## src/rtl/i2c_slave_ctrl.sv

```systemverilog
// I2C slave bit/byte controller: START/STOP detection, 7-bit address match,
// write-byte capture, read-byte shift-out and open-drain SDA sequencing.
//
// state    | meaning
// ---------+--------------------------------------------------------------
// IDLE     | bus free or not addressed; waits for START
// ADDR     | shifting in address byte + R/W bit
// ADDR_ACK | pulling SDA low for the address ACK clock
// WR_DATA  | shifting in a write byte from the master
// WR_ACK   | pulling SDA low for the write-byte ACK clock
// RD_DATA  | driving a read byte out, MSB first
// RD_ACK   | SDA released, sampling master ACK/NACK
// IGNORE   | transfer not for us or master NACKed; waits for START/STOP

module i2c_slave_ctrl #(
   parameter logic [6:0] SLAVE_ADDR = 7'h50
) (
   input  logic       clk,
   input  logic       rst,
   input  logic       scl_pos,
   input  logic       scl_neg,
   input  logic       sda_pos,
   input  logic       sda_neg,
   input  logic       scl_lvl,
   input  logic       sda_lvl,
   input  logic [7:0] tx_data,
   output logic       tx_ack,
   output logic [7:0] rx_data,
   output logic       rx_valid,
   output logic       start_det,
   output logic       stop_det,
   output logic       rw,
   output logic       busy,
   output logic       sda_oe
);

   typedef enum logic [2:0] {
      IDLE, ADDR, ADDR_ACK, WR_DATA, WR_ACK, RD_DATA, RD_ACK, IGNORE
   } state_t;

   state_t      state;
   logic [7:0]  shifter;
   logic [2:0]  bit_cnt;
   logic        byte_done;
   logic        mack;
   logic        start_c;
   logic        stop_c;

   assign start_c = sda_neg & scl_lvl;
   assign stop_c  = sda_pos & scl_lvl;

   always_ff @(posedge clk) begin
      if (rst) begin
         state     <= IDLE;
         shifter   <= 8'h00;
         bit_cnt   <= 3'd0;
         byte_done <= 1'b0;
         mack      <= 1'b0;
         tx_ack    <= 1'b0;
         rx_data   <= 8'h00;
         rx_valid  <= 1'b0;
         start_det <= 1'b0;
         stop_det  <= 1'b0;
         rw        <= 1'b0;
         busy      <= 1'b0;
         sda_oe    <= 1'b0;
      end else begin
         tx_ack    <= 1'b0;
         rx_valid  <= 1'b0;
         start_det <= 1'b0;
         stop_det  <= 1'b0;
         // Bus conditions win over any SCL strobe arriving in the same cycle.
         if (start_c) begin
            state     <= ADDR;
            bit_cnt   <= 3'd0;
            byte_done <= 1'b0;
            sda_oe    <= 1'b0;
            start_det <= 1'b1;
            busy      <= 1'b1;
         end else if (stop_c) begin
            if (state != IDLE) begin
               state     <= IDLE;
               bit_cnt   <= 3'd0;
               byte_done <= 1'b0;
               sda_oe    <= 1'b0;
               stop_det  <= 1'b1;
               busy      <= 1'b0;
            end
         end else begin
            case (state)
               IDLE: begin
               end
               ADDR, WR_DATA: begin
                  if (scl_pos) begin
                     shifter <= {shifter[6:0], sda_lvl};
                     bit_cnt <= bit_cnt + 3'd1;
                     if (bit_cnt == 3'd7) begin
                        byte_done <= 1'b1;
                        if (state == ADDR) begin
                           rw <= sda_lvl;
                        end else begin
                           rx_data  <= {shifter[6:0], sda_lvl};
                           rx_valid <= 1'b1;
                        end
                     end
                  end else if (scl_neg && byte_done) begin
                     byte_done <= 1'b0;
                     if (state == WR_DATA) begin
                        sda_oe <= 1'b1;
                        state  <= WR_ACK;
                     end else if (shifter[7:1] == SLAVE_ADDR) begin
                        sda_oe <= 1'b1;
                        state  <= ADDR_ACK;
                     end else begin
                        state <= IGNORE;
                     end
                  end
               end
               ADDR_ACK: begin
                  if (scl_neg) begin
                     bit_cnt <= 3'd0;
                     if (rw) begin
                        shifter <= tx_data;
                        tx_ack  <= 1'b1;
                        sda_oe  <= ~tx_data[7];
                        state   <= RD_DATA;
                     end else begin
                        sda_oe <= 1'b0;
                        state  <= WR_DATA;
                     end
                  end
               end
               WR_ACK: begin
                  if (scl_neg) begin
                     sda_oe <= 1'b0;
                     state  <= WR_DATA;
                  end
               end
               RD_DATA: begin
                  if (scl_pos) begin
                     bit_cnt <= bit_cnt + 3'd1;
                     if (bit_cnt == 3'd7) byte_done <= 1'b1;
                  end else if (scl_neg) begin
                     if (byte_done) begin
                        byte_done <= 1'b0;
                        sda_oe    <= 1'b0;
                        state     <= RD_ACK;
                     end else begin
                        // shifter[7] is the bit on the wire; present the next one
                        sda_oe  <= ~shifter[6];
                        shifter <= {shifter[6:0], 1'b0};
                     end
                  end
               end
               RD_ACK: begin
                  if (scl_pos) begin
                     mack <= ~sda_lvl;
                  end else if (scl_neg) begin
                     if (mack) begin
                        shifter <= tx_data;
                        tx_ack  <= 1'b1;
                        sda_oe  <= ~tx_data[7];
                        bit_cnt <= 3'd0;
                        state   <= RD_DATA;
                     end else begin
                        sda_oe <= 1'b0;
                        state  <= IGNORE;
                     end
                  end
               end
               IGNORE: sda_oe <= 1'b0;
               default: state <= IDLE;
            endcase
         end
      end
   end

endmodule

```

## config.mk

```make
export PLATFORM = sky130hd
export DESIGN_NAME = i2c_slave_ctrl
export DESIGN_NICKNAME = d
export VERILOG_FILES = /design/src/rtl/i2c_slave_ctrl.sv
export SDC_FILE = /design/constraint.sdc
export NUM_CORES = 1
export LEC_CHECK = 0
export BUFFER_PORTS_ARGS = -buffer_cell sky130_fd_sc_hd__buf_2
export CAP_MARGIN = 15
export CORE_AREA = 2 2 54 94
export CTS_CLUSTER_SIZE = 30
export DETAILED_ROUTE_END_ITERATION = 16
export DIE_AREA = 0 0 56 96
export PLACE_DENSITY = 0.65
export SLEW_MARGIN = 40
export SYNTH_ARGS = -nofsm -noshare
export SYNTH_HDL_FRONTEND = slang
export SYNTH_SLANG_ARGS = --single-unit
```

## constraint.sdc

```tcl
create_clock -name clk -period 2.55 [get_ports clk]
set_clock_uncertainty 0.2 [all_clocks]
set_input_delay 0.765 -clock clk [delete_from_list [all_inputs] [get_ports clk]]
set_output_delay 0.765 -clock clk [all_outputs]
set_load 0.005 [all_outputs]
```

==> results of run 1 <==
==> state kept, by name, indices dropped and copies added, names as in the netlist <==
name and flops:
bit_cnt 3, busy 1, byte_done 1, mack 1
rw 1, rx_data 8, rx_valid 1, sda_oe 1
shifter 8, start_det 1, state 3, stop_det 1
tx_ack 1
==> worst max-delay path: cells and delay by family <==
family	cells	cell delay (ps)
AO/OA/AOI/OAI	3	650
buffers and inverters	2	400
AND/OR/NAND/NOR	2	340
==> worst max path at each step <==
| stage | startpoint | to | slack (ps) | depth (start not counted) |
|---|---|---|---|---|
| CTS | scl_pos | shifter[3] | 410 | 7 |
| detailed placement | scl_pos | shifter[3] | 120 | 7 |
| floorplan | scl_pos | shifter[6] | 270 | 7 |
| global route | state[2] | shifter[2] | 270 | 6 |
| global placement | scl_pos | shifter[3] | 110 | 7 |
| finish | scl_pos | shifter[3] | 390 | 7 |
==> power groups by stage <==
stage,Combinational (mW),Sequential [mW],Clock [mW]
after floorplan,0.114,0.525,0
after global placement,0.150,0.538,0
after detailed placement,0.152,0.537,0
after CTS,0.153,0.526,0.517
after global routing,0.169,0.530,0.539
final,0.152,0.527,0.505
==> Yosys cell counts <==
cell type | instances | share of area [%]
dfxtp_1 | 31 | 38
nor2_1 | 22 | 5.0
mux2i_1 | 19 | 12
a21oi_1 | 13 | 4.0
nand2_1 | 12 | 2.7
nand3_1 | 10 | 3.0
o21ai_0 | 8 | 2.4
a211oi_1 | 7 | 3.2
clkbuf_1 | 6 | 1.4
inv_1 | 6 | 1.4
nand2b_1 | 5 | 1.9
or3_1 | 4 | 1.5
buf_2 | 3 | 0.91
nor2b_1 | 3 | 1.1
nor3_1 | 3 | 0.91
or2_2 | 3 | 1.1
a211oi_2 | 2 | 1.5
a21o_1 | 2 | 0.91
and3_1 | 2 | 0.76
buf_4 | 2 | 0.91
buf_6 | 2 | 1.4
ha_1 | 2 | 1.5
nand4_1 | 2 | 0.76
o2111ai_1 | 2 | 1.1
o32ai_1 | 2 | 1.1
a2111oi_0 | 1 | 0.53
a211oi_4 | 1 | 1.2
a311oi_1 | 1 | 0.53
and2b_1 | 1 | 0.46
and4_1 | 1 | 0.53
maj3_1 | 1 | 0.61
nand4b_1 | 1 | 0.53
nand4bb_1 | 1 | 0.68
nor3b_1 | 1 | 0.46
nor3b_2 | 1 | 0.76
nor4_1 | 1 | 0.38
o211ai_1 | 1 | 0.46
o21a_1 | 1 | 0.46
o21bai_1 | 1 | 0.46
o221ai_1 | 1 | 0.53
o221ai_2 | 1 | 0.91
o311a_1 | 1 | 0.61
==> layout make-up <==
cell class,instances,area share [%]
inverters,6,1.13
clock inverters,2,1.76
repair buffers,40,11.9
well taps,52,3.27
multi-input cells,140,46.5
flip-flops and latches,31,31.2
clock buffers,6,4.15
==> per-layer routing <==
| metal | vias up | wire, um | part of all wire [%] | track usage (%) |
|---|---|---|---|---|
| met5 | - | 0 | 0 | 0 |
| met4 | 0 | 157 | 3.9 | 11.1 |
| met3 | 10 | 149 | 3.7 | 3.63 |
| met2 | 39 | 2220 | 55 | 29.1 |
| met1 | 684 | 1500 | 37 | 15.8 |
| li1 | 753 | - | - | - |
==> cells in the final DEF, fill, tap and decap left out, types with 3 or more instances in the layout <==
master    Yosys  layout
or3_1         4       4
inv_1         6       6
nor3_1        3       3
a211oi_1      7       7
nor2_1       22      22
o21ai_0       8       8
mux2i_1      19      19
dfxtp_1      31      31
nand3_1      10      10
or2_2         3       3
buf_4         2       9
nand2_1      12      12
nor2b_1       3       3
a21oi_1      13      13
nand2b_1      5       5
buf_2         3      30
clkbuf_8      0       6
==> kinds of logic (layout without fill, tap and decap cells) <==
family / after synthesis / count (layout) / synth area share (%)
compound gates: 45 / 45 / 19.9
simple gates: 73 / 73 / 22.8
buf+inv: 19 / 54 / 5.94
flops: 31 / 31 / 37.7
fa+ha+maj: 3 / 3 / 2.13
mux: 19 / 19 / 11.6
==> per-stage QoR <==
stage / util (%) / hold slack [ps]
floorplan: - / 252
global placement: 40.5 / 245
detailed placement: 40.5 / 257
CTS: 43.0 / 267
global route: 43.0 / 289
finish: 43.0 / 264
==> flow_summary.yaml, run 1 <==
power:
  intPower_uw: 886
  vdd_drop_max_v: 0.000793
  power.density_cell_area_mw_per_mm2: 595
  total_power_mw: 1.18
  pwr-share-seq_pct: 44.5
  total_switching_power_uw: 298
  switching_share_pct: 25.2
  comb_power_share_pct: 12.8
  leakagePower_nw: 0.774
  p_clk_share_pct: 42.7
synthesis:
  avgSynthCellArea_um2: 8.65
  yosys_warnings: 0
  synth.distinct_cells: 42
  synth_net_count: 208
  syn-instance-count: 190
  synthesis_stage_register_bit_count: 31
  yosysSeqAreaShare_pct: 37.7
  synth.cell_area_mm2: 0.00164
timing:
  fin_tns_setup_ps: 0
  post-route-worst-setup-slack_ps: 389
  fmax_mhz: 463
  period_share_pct: 84.8
  report.final.hold_viol_count: 0
  slew_headroom_pct: 47.7
  rsz0062_at_grt: "no"
  timing.final.max_slew_violations: 0
  finalWorstPathRequiredPeriod_ps: 2160
  worst_slew_pin_slew_ps: 778
  setup_viol: 0
die:
  pin_count: 31
  coreArea_mm2: 0.00462
  die-area_mm2: 0.00538
  initial_standard_cell_utilization_of_the_core_pct: 35.6
  rows: 33
  die_width_um: 56
  die_height_um: 96
critical_path:
  worstReg2RegEnd: "shifter[3]"
  timing.critical_path.fanout_max: 15
  critical_path.reg2reg.startpoint: "state[2]"
  worst-endpoint-arrival_ps: 2160
  path_cells: "buf_2 -> nor3b_2 -> o221ai_2 -> a211oi_4 -> buf_4 -> nor2_1 -> a211oi_1"
  timing.critical_path.required_ps: 2550
  timing.critical_path.slowest_cell_delay_ps: 280
  timing_worst_setup_path_type: "input port to register"
  worst-r2r-cell-count: 6
  critPathCaptureType: "register"
  ff2ff_setup_slack_ps: 400
  crit_slowest_cell: "nor3b_2"
  setup.worst_path.start_class: "input port"
hold_path:
  worst_hold_path.endpoint: "busy"
  min_path_type: "register to register"
  worstHoldStart: "busy"
  worst_hold_path.num_cells: 2
placement:
  dp_hpwl_um: 3100
  total_placed_cells_including_tap_cells: 269
  io_buffers: 30
  dp_slack_ps: 119
  placedInstanceArea_mm2: 0.00187
  finalWeightedCongestion: 0.831
cells_and_area:
  register_cell_area_after_layout_um2: 621
  nFillCells: 483
  antenna_cells: 0
  area_growth_pct: 21.0
  instances_no_fill: 277
  layout.nets: 242
  final_design_area_no_fill_mm2: 0.00199
  multi_input_area_um2: 926
  layout-drive-gt1-share_pct: 24.9
clocking:
  cts-buffers-inserted: 5
  cts_tree: "yes"
  clkSlewWorstSetupHoldPaths_ps: 70
  postCtsSetupBuffers: 0
  cts_num_sinks: 31
  insertion_delay_ps: 290
  clockBufferDepth: 2
  post_cts_resized: 0
  ctsHoldBuffers: 0
  depth_of_the_cts_h_tree: 2
  root_buffer: "clkbuf_8"
detailed_routing:
  drcViolationCount: 0
  postRouteAntennaNets: 0
  wirelength_um: 4030
  first_iter_violations: 21
  detailroute.via_count: 1486
  detail_routed_via_count_per_cell: 5.36
  firstDrtPassIters: 4
  average_detailed_routed_wire_length_per_instance_um: 14.5
global_routing:
  pin_count_of_the_biggest_net_entering_global_routing: 19
  antenna_found_initial: 0
  globalRoute.totalOverflow: 0
  grt_pass1_vias: 1401
  groute.usage.overall_pct: 16.0
  first_pass_grt_wire_length_um: 6600
job:
  cap_viol_max_count: 0
run_status:
  status: "finished clean"
Power figures use the tool's default switching activity.
==> run 2, diff against run 1 <==
--- a/config.mk
+++ b/config.mk
@@ -5,12 +5,13 @@
 export SDC_FILE = /design/constraint.sdc
 export NUM_CORES = 1
 export LEC_CHECK = 0
+export ABC_AREA = 1
 export BUFFER_PORTS_ARGS = -buffer_cell sky130_fd_sc_hd__buf_2
 export CAP_MARGIN = 15
-export CORE_AREA = 2 2 54 94
+export CORE_AREA = 2 2 58 101
 export CTS_CLUSTER_SIZE = 30
 export DETAILED_ROUTE_END_ITERATION = 16
-export DIE_AREA = 0 0 56 96
+export DIE_AREA = 0 0 60 103
 export PLACE_DENSITY = 0.65
 export SLEW_MARGIN = 40
 export SYNTH_ARGS = -nofsm -noshare
==> constraint.sdc (replaced) <==
create_clock -name clk -period 2.1 [get_ports clk]
set_clock_uncertainty 0.2 [all_clocks]
set_input_delay 0.63 -clock clk [delete_from_list [all_inputs] [get_ports clk]]
set_output_delay 0.63 -clock clk [all_outputs]
set_load 0.005 [all_outputs]
==> flow_summary.yaml, run 2 <==
global_routing:
  pin_count_of_the_biggest_net_entering_global_routing: 16
  grt.met3_usage_pct: 3.64
  groute.usage.overall_pct: 19.1
  grt_most_used_layer: "met2"
  antenna_found_initial: 0
  gr-usage-met1_pct: 18.2
  globalRoute.totalOverflow: 0
  grt_pass1_vias: 1925
  first_pass_grt_wire_length_um: 8790
  global_route.usage.met2_pct: 36.0
synthesis:
  synth.most_common_cell: "nand2_1"
  synth_net_count: 296
  yosysSeqAreaShare_pct: 32.2
  synth.distinct_cells: 33
  synth_common_cells: "nand2_1, nor2_1, dfxtp_1"
  synth_enable_flop_cells: 0
  postSynth.topFlopCell: "dfxtp_1"
  avgSynthCellArea_um2: 6.94
  syn-instance-count: 278
  async_reset_ff_share_pct: 0
  synth.top_cells.by_area: "dfxtp_1, nand2_1, nor2_1"
  yosys.area.top_type_share_pct: 32.2
  synthesis_stage_register_bit_count: 31
  yosys_warnings: 0
  synth.largest_area_cell: "dfxtp_1"
  synth.cell_area_mm2: 0.00193
placement:
  dp_slack_ps: -6.74
  io_buffers: 30
  finalWeightedCongestion: 0.995
  dp_hpwl_um: 4220
  placedInstanceArea_mm2: 0.00221
detailed_routing:
  firstDrtPassIters: 7
  detail_routed_via_count_per_cell: 4.97
  first_iter_violations: 35
  drcViolationCount: 0
  detailroute.via_count: 1963
  average_detailed_routed_wire_length_per_instance_um: 13.5
  wirelength_um: 5320
  postRouteAntennaNets: 0
power:
  leakagePower_nw: 1.08
  total_power_mw: 3.19
  power.density_cell_area_mw_per_mm2: 1370
  vdd_drop_max_v: 0.000686
die:
  initial_standard_cell_utilization_of_the_core_pct: 35.4
  coreArea_mm2: 0.00545
  die_height_um: 103
  rows: 36
  die-area_mm2: 0.00618
  die_width_um: 60
  pin_count: 31
job:
  cap_viol_max_count: 0
timing:
  report.final.hold_viol_count: 0
  rsz0062_at_grt: "no"
  slew_headroom_pct: 67.5
  worst_slew_pin_slew_ps: 484
  setup_viol: 0
  finalWorstPathRequiredPeriod_ps: 1970
  post-route-worst-setup-slack_ps: 135
  timing.final.max_slew_violations: 0
  fmax_mhz: 509
  fin_tns_setup_ps: 0
  period_share_pct: 93.6
  hold-worst-slack_ps: 288
cells_and_area:
  biggestRegsByFlops: "rx_data x8, shifter x8"
  highest_count_cells_in_the_layout_ignoring_fill_and_taps: "nand2_1, nor2_1, dfxtp_1"
  area_growth_pct: 20.7
  final_design_area_no_fill_mm2: 0.00233
  antenna_cells: 0
  nFillCells: 589
  layout.cells.most_common: "nand2_1"
  layout.nets: 336
  layout-drive-gt1-share_pct: 27.9
clocking:
  root_buffer: "clkbuf_8"
  clockBufferDepth: 2
  post_cts_resized: 0
  depth_of_the_cts_h_tree: 2
  postCtsSetupBuffers: 0
  cts_tree: "yes"
  clkSlewWorstSetupHoldPaths_ps: 70
  cts-buffers-inserted: 5
  cts_num_sinks: 31
  ctsHoldBuffers: 0
  insertion_delay_ps: 280
critical_path:
  worst-r2r-cell-count: 7
  worst_path_most_repeated_cell: "nor2_1"
  critPathCaptureType: "register"
  crit_slowest_cell: "dfxtp_1"
  timing_worst_setup_path_type: "register to register"
  timing.critical_path.required_ps: 2080
  timing.critical_path.fanout_max: 6
  critical_path.reg2reg.startpoint: "state[1]"
  worst-endpoint-arrival_ps: 1950
  timing.critical_path.slowest_cell_delay_ps: 550
  setup.worst_path.start_class: "register"
  ff2ff_setup_slack_ps: 130
  path_cells: "nand2_2 -> o21ai_1 -> nor2_2 -> nor3_1 -> nand3_1 -> nor2_1 -> nor2_1"
  worstReg2RegEnd: "sda_oe"
hold_path:
  worst_hold_path.num_cells: 2
  worst_hold_path.endpoint: "rx_data[2]"
  worstHoldStart: "rx_data[2]"
  min_path_type: "register to register"
run_status:
  status: "finished clean"
run 2: worst max path at each step:
stage / cells after the start / to / start / slack [ps]
global route: 8 / bit_cnt[1] / state[0] / 20
detailed placement: 10 / sda_oe / scl_lvl / -7
finish: 7 / sda_oe / state[1] / 130
CTS: 8 / bit_cnt[1] / state[0] / 180
floorplan: 7 / shifter[1] / scl_lvl / 280
global placement: 10 / sda_oe / scl_lvl / 10
run 2: report_power, final:
| group | switching, mW | total [mW] | internal [mW] |
|---|---|---|---|
| combinational | 1.10 | 1.70 | 0.598 |
| clock | 0.241 | 0.625 | 0.384 |
| sequential | 0.140 | 0.867 | 0.728 |
run 2: final cells by class:
class                           instances  area (um2)  area share, %
Sequential cell                        31         621           26.7
Inverter                               28         115           4.94
Clock inverter                          2        35.0           1.50
Clock buffer                            6        82.6           3.55
Multi-Input combinational cell        212        1140           49.1
Timing Repair Buffer                   40         238           10.2
Tap cell                               76        95.1           4.08
run 2: layer usage:
layer  wire (um)  vias up
met3         179       16
li1            -      983
met1        1940      908
met2        2950       56
met4         243        0
met5           0        -
run 2: per-stage QoR:
stage | util (%) | instances
floorplan | - | 278
global placement | 40.6 | 387
detailed placement | 40.6 | 387
CTS | 42.7 | 395
global route | 42.7 | 395
finish | 42.7 | 395
run 2: worst max-delay path, delay by kind of cell (launching register included):
family	cells	cell delay (ps)
AND/OR/NAND/NOR	6	900
flip-flops	1	550
AO/OA/AOI/OAI	1	200
run 2: logic make-up after synthesis:
| family | share of synthesized area (%) |
|---|---|
| adders and majority gates | 1.30 |
| buffers and inverters | 8.63 |
| and+or+nand+nor | 39.7 |
| AOI/OAI and AO/OA | 18.2 |
| DFF | 32.2 |
==> run 3, diff against run 2 <==
--- a/config.mk
+++ b/config.mk
@@ -12,7 +12,7 @@
 export CTS_CLUSTER_SIZE = 30
 export DETAILED_ROUTE_END_ITERATION = 16
 export DIE_AREA = 0 0 60 103
-export PLACE_DENSITY = 0.65
+export PLACE_DENSITY = 0.67
 export SLEW_MARGIN = 40
 export SYNTH_ARGS = -nofsm -noshare
 export SYNTH_HDL_FRONTEND = slang
==> flow_summary.yaml, run 3 (synthesis gave the netlist of run 2 again) <==
run_status:
  status: "finished clean"
critical_path:
  path_cells: "nand2_2 -> nor2_1 -> nand2_1 -> inv_2 -> o21ai_0 -> a21oi_1"
  cp_num_cells: 6
  timing_worst_setup_path_type: "register to register"
  timing.critical_path.fanout_max: 15
  critical_path.top_delay_family: "flip-flops"
  worst-endpoint-arrival_ps: 1860
  critPathCaptureType: "register"
  setup.worst_path.start_class: "register"
  timing.critical_path.slowest_cell_delay_ps: 560
  timing.critical_path.required_ps: 2120
  critical_path_buf_inv_count: 1
  worst-r2r-cell-count: 6
  crit_slowest_cell: "dfxtp_1"
timing:
  timing.final.max_slew_violations: 0
  report.final.hold_viol_count: 0
  rsz0062_at_grt: "no"
  slew_headroom_pct: 73.6
  fmax_mhz: 544
  period_share_pct: 87.5
  post-route-worst-setup-slack_ps: 262
  finalWorstPathRequiredPeriod_ps: 1840
  worst_slew_pin_slew_ps: 396
  setup_viol: 0
  fin_tns_setup_ps: 0
cells_and_area:
  layout-drive-gt1-share_pct: 27.6
  layout.cells.most_common: "nand2_1"
  antenna_cells: 0
  post-route-util_pct: 41.9
  layout.nets: 336
  biggestRegsByFlops: "rx_data x8, shifter x8"
  highest_count_cells_in_the_layout_ignoring_fill_and_taps: "nand2_1, nor2_1, dfxtp_1"
  area_growth_pct: 18.4
  final_design_area_no_fill_mm2: 0.00228
placement:
  dp_hpwl_um: 4190
  finalWeightedCongestion: 0.949
  io_buffers: 30
  dp_slack_ps: 0.460
  placedInstanceArea_mm2: 0.00220
clocking:
  insertion_delay_ps: 290
  post_cts_resized: 0
  clockBufferDepth: 2
  postCtsSetupBuffers: 0
  ctsHoldBuffers: 0
  clkSlewWorstSetupHoldPaths_ps: 70
  cts_tree: "yes"
  cts-buffers-inserted: 5
  cts_num_sinks: 31
  depth_of_the_cts_h_tree: 2
  root_buffer: "clkbuf_8"
die:
  coreArea_mm2: 0.00545
  rows: 36
  initial_standard_cell_utilization_of_the_core_pct: 35.4
  die-area_mm2: 0.00618
  die_width_um: 60
  pin_count: 31
  die_height_um: 103
power:
  intPower_mw: 1.57
  pwr-share-seq_pct: 29.0
  vdd_drop_max_v: 0.000804
  total_switching_power_mw: 1.46
  leakagePower_nw: 1.06
  total_power_mw: 3.03
  comb_power_share_pct: 55.7
  p_clk_share_pct: 15.2
  switching_share_pct: 48.2
  power.density_cell_area_mw_per_mm2: 1330
global_routing:
  groute.usage.overall_pct: 18.7
  first_pass_grt_wire_length_um: 8680
  grt_pass1_vias: 1985
  pin_count_of_the_biggest_net_entering_global_routing: 16
  globalRoute.totalOverflow: 0
  antenna_found_initial: 0
hold_path:
  min_path_type: "register to register"
  worst_hold_path.num_cells: 2
detailed_routing:
  wirelength_um: 5260
  firstDrtPassIters: 5
  detail_routed_via_count_per_cell: 4.92
  drcViolationCount: 0
  detailroute.via_count: 1945
  first_iter_violations: 26
  postRouteAntennaNets: 0
  average_detailed_routed_wire_length_per_instance_um: 13.3
job:
  cap_viol_max_count: 0
-- run 3: cell types whose count changed in the layout (fill, tap and decap cells not counted) --
cell,change
buf_12,-1
clkbuf_8,-1
bufinv_16,-1
a21oi_2,+1
clkbuf_1,+2
a21oi_1,-1
buf_4,+1
-- run 3: power groups by stage --
stage	sequential [mW]	combinational [mW]	clock, mW
after floorplan	0.833	1.36	0
after global placement	0.887	1.66	0
after detailed placement	0.890	1.68	0
after CTS	0.878	1.69	0.467
after global routing	0.899	1.94	0.488
final	0.880	1.69	0.462
-- run 3: worst paths after layout --
| path | from | to | slack, ps |
|---|---|---|---|
| max reg2reg | state[1] | rx_data[6] | 260 |
| max | state[1] | rx_data[6] | 260 |
| min | rx_data[2] | rx_data[2] | 280 |
| min reg2reg | rx_data[2] | rx_data[2] | 280 |
-- run 3: area by class of cell --
class / count / area [um2]
Fill cell: 595 / 3170
Sequential cell: 31 / 621
Multi-Input combinational cell: 212 / 1150
Timing Repair Buffer: 40 / 225
Tap cell: 76 / 95.1
Clock buffer: 7 / 76.3
Clock inverter: 1 / 5.00
Inverter: 28 / 115
-- run 3: tightest hold or removal path: stages (launching register included) --
cell and delay [ps]:
dfxtp_1 320, nor2_1 40, nor2_1 80
-- run 3: metal layers --
metal | GRT usage [%] | up-vias | part of all wire (%)
li1 | - | 991 | -
met1 | 17.6 | 875 | 36
met2 | 34.8 | 57 | 55
met3 | 2.63 | 22 | 3.6
met4 | 13.8 | 0 | 5.4
met5 | 0 | - | 0
-- run 3: per-stage QoR --
step / hold slack, ps / std cells
after floorplan: 251 / 278
after global placement: 269 / 387
after detailed placement: 269 / 387
after CTS: 285 / 395
after global routing: 306 / 395
final: 284 / 395
